===== src/rtl/voice_freq_scheduler.sv =====
// Round-robin arbiter sharing one multi-cycle note/octave->frequency unit among NUM_VOICES voices.
// Request-to-ack latency is 3 cycles minimum, one grant per 4 cycles; VOICE_SCHED_TIMEOUT_EN adds a WAIT watchdog.
module voice_freq_scheduler #(
   parameter int NUM_VOICES     = 4,
   parameter int TIMEOUT_CYCLES = 64
) (
   input  logic                      clk,
   input  logic                      reset,
   input  logic [NUM_VOICES-1:0]     voice_req,
   input  logic [4*NUM_VOICES-1:0]   voice_note,
   input  logic [3*NUM_VOICES-1:0]   voice_octave,
   output logic [NUM_VOICES-1:0]     voice_ack,
   output logic [NUM_VOICES-1:0]     voice_err,
   output logic [16*NUM_VOICES-1:0]  voice_freq,
   output logic                      fu_start,
   output logic [3:0]                fu_note,
   output logic [2:0]                fu_octave,
   input  logic                      fu_done,
   input  logic [15:0]               fu_frequency,
   output logic                      busy
);

   localparam int GW = (NUM_VOICES > 1) ? $clog2(NUM_VOICES) : 1;

   typedef enum logic [1:0] {S_IDLE, S_ISSUE, S_WAIT, S_DONE} state_t;

   state_t                          state_q, state_d;
   logic [NUM_VOICES-1:0]           pend_q, pend_d;
   logic [NUM_VOICES-1:0][3:0]      slot_note_q, slot_note_d;
   logic [NUM_VOICES-1:0][2:0]      slot_oct_q, slot_oct_d;
   logic [NUM_VOICES-1:0][15:0]     freq_q, freq_d;
   logic [GW-1:0]                   grant_q, grant_d;
   logic [GW-1:0]                   last_q, last_d;
   logic                            keep_q, keep_d;
   logic [NUM_VOICES-1:0]           ack_q, ack_d;
   logic [NUM_VOICES-1:0]           err_q, err_d;
   logic                            start_q, start_d;
   logic [3:0]                      fnote_q, fnote_d;
   logic [2:0]                      foct_q, foct_d;
   logic                            busy_q, busy_d;
`ifdef VOICE_SCHED_TIMEOUT_EN
   logic [7:0]                      cnt_q, cnt_d;
`endif

   logic [NUM_VOICES-1:0]           req_ok;
   logic                            found;
   logic [GW-1:0]                   pick;
   logic [GW-1:0]                   idx;

   always_comb begin
      state_d     = state_q;
      pend_d      = pend_q;
      slot_note_d = slot_note_q;
      slot_oct_d  = slot_oct_q;
      freq_d      = freq_q;
      grant_d     = grant_q;
      last_d      = last_q;
      keep_d      = keep_q;
      ack_d       = '0;
      err_d       = '0;
      start_d     = 1'b0;
      fnote_d     = fnote_q;
      foct_d      = foct_q;
`ifdef VOICE_SCHED_TIMEOUT_EN
      cnt_d       = cnt_q;
`endif
      req_ok = '0;
      for (int i = 0; i < NUM_VOICES; i++) begin
         req_ok[i] = voice_req[i] && (voice_note[4*i +: 4] <= 4'd11);
      end

      // Round-robin search starting just after the last voice served.
      found = 1'b0;
      pick  = '0;
      idx   = '0;
      for (int k = 1; k <= NUM_VOICES; k++) begin
         idx = GW'((int'(last_q) + k) % NUM_VOICES);
         if (!found && pend_q[idx]) begin
            found = 1'b1;
            pick  = idx;
         end
      end

      case (state_q)
         S_IDLE: begin
            if (found) begin
               grant_d = pick;
               fnote_d = slot_note_q[pick];
               foct_d  = slot_oct_q[pick];
               keep_d  = 1'b0;
               start_d = 1'b1;
               state_d = S_ISSUE;
            end
         end
         S_ISSUE: begin
            state_d = S_WAIT;
`ifdef VOICE_SCHED_TIMEOUT_EN
            cnt_d   = '0;
`endif
         end
         S_WAIT: begin
            if (fu_done) begin
               freq_d[grant_q] = fu_frequency;
               ack_d[grant_q]  = 1'b1;
               state_d         = S_DONE;
            end
`ifdef VOICE_SCHED_TIMEOUT_EN
            else if (cnt_q == 8'(TIMEOUT_CYCLES - 1)) begin
               err_d[grant_q] = 1'b1;
               if (!keep_q) pend_d[grant_q] = 1'b0;
               last_d  = grant_q;
               state_d = S_IDLE;
            end else begin
               cnt_d = cnt_q + 8'd1;
            end
`endif
         end
         S_DONE: begin
            if (!keep_q) pend_d[grant_q] = 1'b0;
            last_d  = grant_q;
            state_d = S_IDLE;
         end
         default: state_d = S_IDLE;
      endcase

      // New requests land after the clear so a re-request always survives.
      for (int i = 0; i < NUM_VOICES; i++) begin
         if (voice_req[i] && !req_ok[i]) err_d[i] = 1'b1;
         if (req_ok[i]) begin
            pend_d[i]      = 1'b1;
            slot_note_d[i] = voice_note[4*i +: 4];
            slot_oct_d[i]  = voice_octave[3*i +: 3];
            if ((state_q != S_IDLE && grant_q == GW'(i)) ||
                (state_q == S_IDLE && found && pick == GW'(i)))
               keep_d = 1'b1;
         end
      end

      busy_d = (state_d != S_IDLE);
   end

   always_ff @(posedge clk) begin
      if (reset) begin
         state_q     <= S_IDLE;
         pend_q      <= '0;
         slot_note_q <= '0;
         slot_oct_q  <= '0;
         freq_q      <= '0;
         grant_q     <= '0;
         last_q      <= GW'(NUM_VOICES - 1);
         keep_q      <= 1'b0;
         ack_q       <= '0;
         err_q       <= '0;
         start_q     <= 1'b0;
         fnote_q     <= '0;
         foct_q      <= '0;
         busy_q      <= 1'b0;
`ifdef VOICE_SCHED_TIMEOUT_EN
         cnt_q       <= '0;
`endif
      end else begin
         state_q     <= state_d;
         pend_q      <= pend_d;
         slot_note_q <= slot_note_d;
         slot_oct_q  <= slot_oct_d;
         freq_q      <= freq_d;
         grant_q     <= grant_d;
         last_q      <= last_d;
         keep_q      <= keep_d;
         ack_q       <= ack_d;
         err_q       <= err_d;
         start_q     <= start_d;
         fnote_q     <= fnote_d;
         foct_q      <= foct_d;
         busy_q      <= busy_d;
`ifdef VOICE_SCHED_TIMEOUT_EN
         cnt_q       <= cnt_d;
`endif
      end
   end

   assign voice_ack  = ack_q;
   assign voice_err  = err_q;
   assign voice_freq = freq_q;
   assign fu_start   = start_q;
   assign fu_note    = fnote_q;
   assign fu_octave  = foct_q;
   assign busy       = busy_q;

endmodule


===== config.mk =====
export PLATFORM = sky130hd
export DESIGN_NAME = voice_freq_scheduler
export DESIGN_NICKNAME = d
export VERILOG_FILES = /design/src/rtl/voice_freq_scheduler.sv
export SDC_FILE = /design/constraint.sdc
export NUM_CORES = 1
export LEC_CHECK = 0
export BUFFER_PORTS_ARGS = -buffer_cell sky130_fd_sc_hd__buf_4
export CAP_MARGIN = 10
export CORE_ASPECT_RATIO = 1.2
export CORE_UTILIZATION = 55
export DETAILED_ROUTE_END_ITERATION = 8
export GPL_ROUTABILITY_DRIVEN = 0
export HOLD_SLACK_MARGIN = 0.06
export PLACE_DENSITY = 0.95
export SLEW_MARGIN = 0
export SYNTH_ARGS = -nofsm -noshare
export SYNTH_HDL_FRONTEND = slang
export SYNTH_SLANG_ARGS = --single-unit

===== constraint.sdc =====
create_clock -name clk -period 4 [get_ports clk]
set_input_delay 0.2 -clock clk [delete_from_list [all_inputs] [get_ports clk]]
set_output_delay 0.2 -clock clk [all_outputs]
set_load 0.005 [all_outputs]

==> flow_metrics.py <==
metrics = {
    "setup_path": {
        "crit_type": "reg2reg",
        "required_ns": 4.42,
        "cp.arrival_ns": 2.89,
        "crit_fanout": 11,
        "crit_chain": "nand2b_1, a21oi_1, nor3_2, mux2_2, a211oi_2",
        "cp_slowest_cell": "nor3_2",
        "critPathMaxStageDelay_ns": 0.83,
        "critPathCaptureType": "flop",
        "critPathLaunchType": "flop",
    },
    "global_route": {
        "grt_antenna_before_repair": 0,
        "overflow": 0,
        "track_usage_pct": 37.5,
        "grt_first_pass_wirelength_um": 24900,
        "grt_max_degree": 122,
        "grt_pass1_vias": 5035,
    },
    "yosys": {
        "synth_warnings": 0,
        "synthArstFlopShare_pct": 0,
        "ys_ff_latch": 120,
        "synth_cell_type_count": 43,
        "yosysSeqAreaShare_pct": 51.8,
        "syn_nets": 616,
        "synth.avg_cell_area_um2": 8.20,
        "ys.flop_type": "dfxtp_1",
        "netlist_instances": 565,
        "syn-cell-area_um2": 4630,
        "synth-edff-count": 0,
    },
    "sta": {
        "clock.fmax_mhz": 405,
        "setup_viol": 0,
        "whs_ns": 0.120,
        "fin_crit_sh_pct": 61.8,
        "max_slew_margin_pct": 17.2,
        "rsz0062_at_grt": "no",
        "fin_crit_ns": 2.47,
        "slew_viol_final": 0,
        "hold_viol_final": 0,
        "fin_ws_ns": 1.53,
        "worst_pin_slew_ns": 1.24,
        "skew_ns": 0.00725,
        "setup_tns_ns": 0,
    },
    "final_layout": {
        "diodes": 0,
        "fin_nets": 787,
        "fillers": 403,
        "layout_commonest_cell": "nand2_1",
        "drive_gt1_share_pct": 24.5,
        "multiInputGateArea_um2": 2060,
        "regArea_um2": 2400,
        "final_cell_mix": "188 x nand2_1, 131 x buf_4, 120 x dfxtp_1",
        "area_growth_pct": 45.2,
    },
    "routing": {
        "drt_iter0_markers": 471,
        "drt_wl_total_um": 16100,
        "drcViolationCount": 0,
        "dr.pass1.iters": 5,
        "antenna_left": 0,
        "wl_per_cell_um": 18.7,
        "vias": 4975,
        "via_per_inst": 5.78,
    },
    "floorplanning": {
        "die-area_um2": 8800,
        "die_y_um": 103,
        "placementRows": 36,
        "die_width_um": 85.8,
        "initial_core_util_pct": 56.8,
        "coreArea_um2": 8150,
        "ios": 132,
    },
    "clocking": {
        "post-cts-setup-buffers": 0,
        "cts-root-buf": "clkbuf_8",
        "ctsHoldBuffers": 58,
        "cts_resized": 0,
        "clockBufferDepth": 2,
        "cts.sinks": 120,
        "cts_buffers": 17,
        "htree_num_levels": 4,
        "clk_pin_slew_ns": 0.06,
        "cts_tree": "yes",
        "clk_latency_ns": 0.53,
    },
    "power_and_ir_drop": {
        "peakVddDrop_uv": 418,
        "p_per_area_nw_per_um2": 483,
        "p_leak_nw": 2.74,
    },
    "placement": {
        "hpwl_um": 8760,
        "dp_slack_ns": 1.72,
        "portBuffers": 131,
    },
    "min_path": {
        "holdCritPathClass": "in2reg",
    },
    "flow_run": {
        "cap_violations": 0,
    },
    "outcome": {
        "outcome": "completed",
    },
}
## metal layers
layer	part of all wire, %	GRT usage (%)	routed length, µm	up-vias
met5	0	0	0	-
met4	5.6	26.0	903	0
met3	8.7	12.0	1400	87
met2	52	67.4	8400	317
met1	34	36.7	5430	2350
li1	-	-	-	2221
## critical path, delay by kind of cell, from the launching register on
kind,cells,cell delay [ns]
DFF,1,0.53
and+or+nand+nor,2,1.00
muxes,1,0.46
AOI/OAI and AO/OA,2,0.38
## synth_stat cells (2+ instances only)
| master | instances | area share (%) |
|---|---|---|
| nand2_1 | 188 | 15 |
| dfxtp_1 | 120 | 52 |
| a21oi_1 | 94 | 10 |
| nor2_1 | 27 | 2.2 |
| clkbuf_1 | 21 | 1.7 |
| buf_2 | 13 | 1.4 |
| nor3_1 | 10 | 1.1 |
| nor2b_1 | 9 | 1.2 |
| o21ai_0 | 7 | 0.76 |
| a221oi_1 | 5 | 0.94 |
| mux2_2 | 5 | 1.2 |
| mux2i_1 | 5 | 1.1 |
| nand2b_1 | 5 | 0.67 |
| or2_2 | 5 | 0.67 |
| a211oi_2 | 4 | 1.1 |
| and2_1 | 4 | 0.54 |
| nor3b_1 | 4 | 0.65 |
| and3_1 | 3 | 0.41 |
| o22ai_1 | 3 | 0.41 |
| a211o_1 | 2 | 0.38 |
| a211oi_1 | 2 | 0.32 |
| a31oi_1 | 2 | 0.27 |
| buf_4 | 2 | 0.32 |
| nand3b_1 | 2 | 0.32 |
| nor3_2 | 2 | 0.43 |
| o211a_1 | 2 | 0.43 |
| o221ai_1 | 2 | 0.38 |
| or3_1 | 2 | 0.27 |
## per-stage QoR
step                instance area, µm²  power, mW  instances  util (%)
global placement                  5590       1.71        773      68.6
floorplan                         4630       1.58        565         -
detailed placement                5590       1.73        773      68.6
finish                            6730       3.25        861      82.6
global route                      6730       3.33        861      82.6
CTS                               6730       3.21        861      82.6
## power breakdown
part / switching [mW] / internal (mW)
combinational: 0.254 / 0.211
sequential: 0.0651 / 1.26
clock: 0.532 / 0.922
## cell type report
| cell class | count | area share (%) |
|---|---|---|
| flip-flops and latches | 120 | 35.7 |
| well taps | 114 | 2.12 |
| clock buffers | 21 | 6.82 |
| inverters | 1 | 0.0558 |
| clock inverters | 9 | 1.49 |
| repair buffers | 189 | 23.2 |
| multi-input cells | 407 | 30.6 |
## kinds of logic (layout without fill, tap and decap cells)
kind of cell	count (synthesis)	in the layout	share of synthesized area, %
compound gates	129	129	16.8
xor+xnor	1	1	0.189
buf+inv	38	220	3.75
flops	120	120	51.8
mux	11	11	2.78
simple gates	266	266	24.6
## registers in the layout, summed over array words and instances, names as in the netlist
signal       cells
slot_oct_q      12
voice_ack        4
state_q          2
keep_q           1
voice_err        4
busy             1
fu_note          4
last_q           2
fu_start         1
slot_note_q     16
voice_freq      64
grant_q          2
fu_octave        3
pend_q           4
## path summary, 6_finish.rpt
kind / from / to / slack (ns) / cells past startpoint
setup reg to reg: pend_q[0] / fu_note[2] / 1.53 / 5
hold / removal: fu_done / state_q[0] / 0.12 / 3
hold reg to reg: voice_freq[50] / voice_freq[50] / 0.45 / 2
setup / recovery: pend_q[0] / fu_note[2] / 1.53 / 5
No activity file was read; power rests on OpenSTA's default activity.
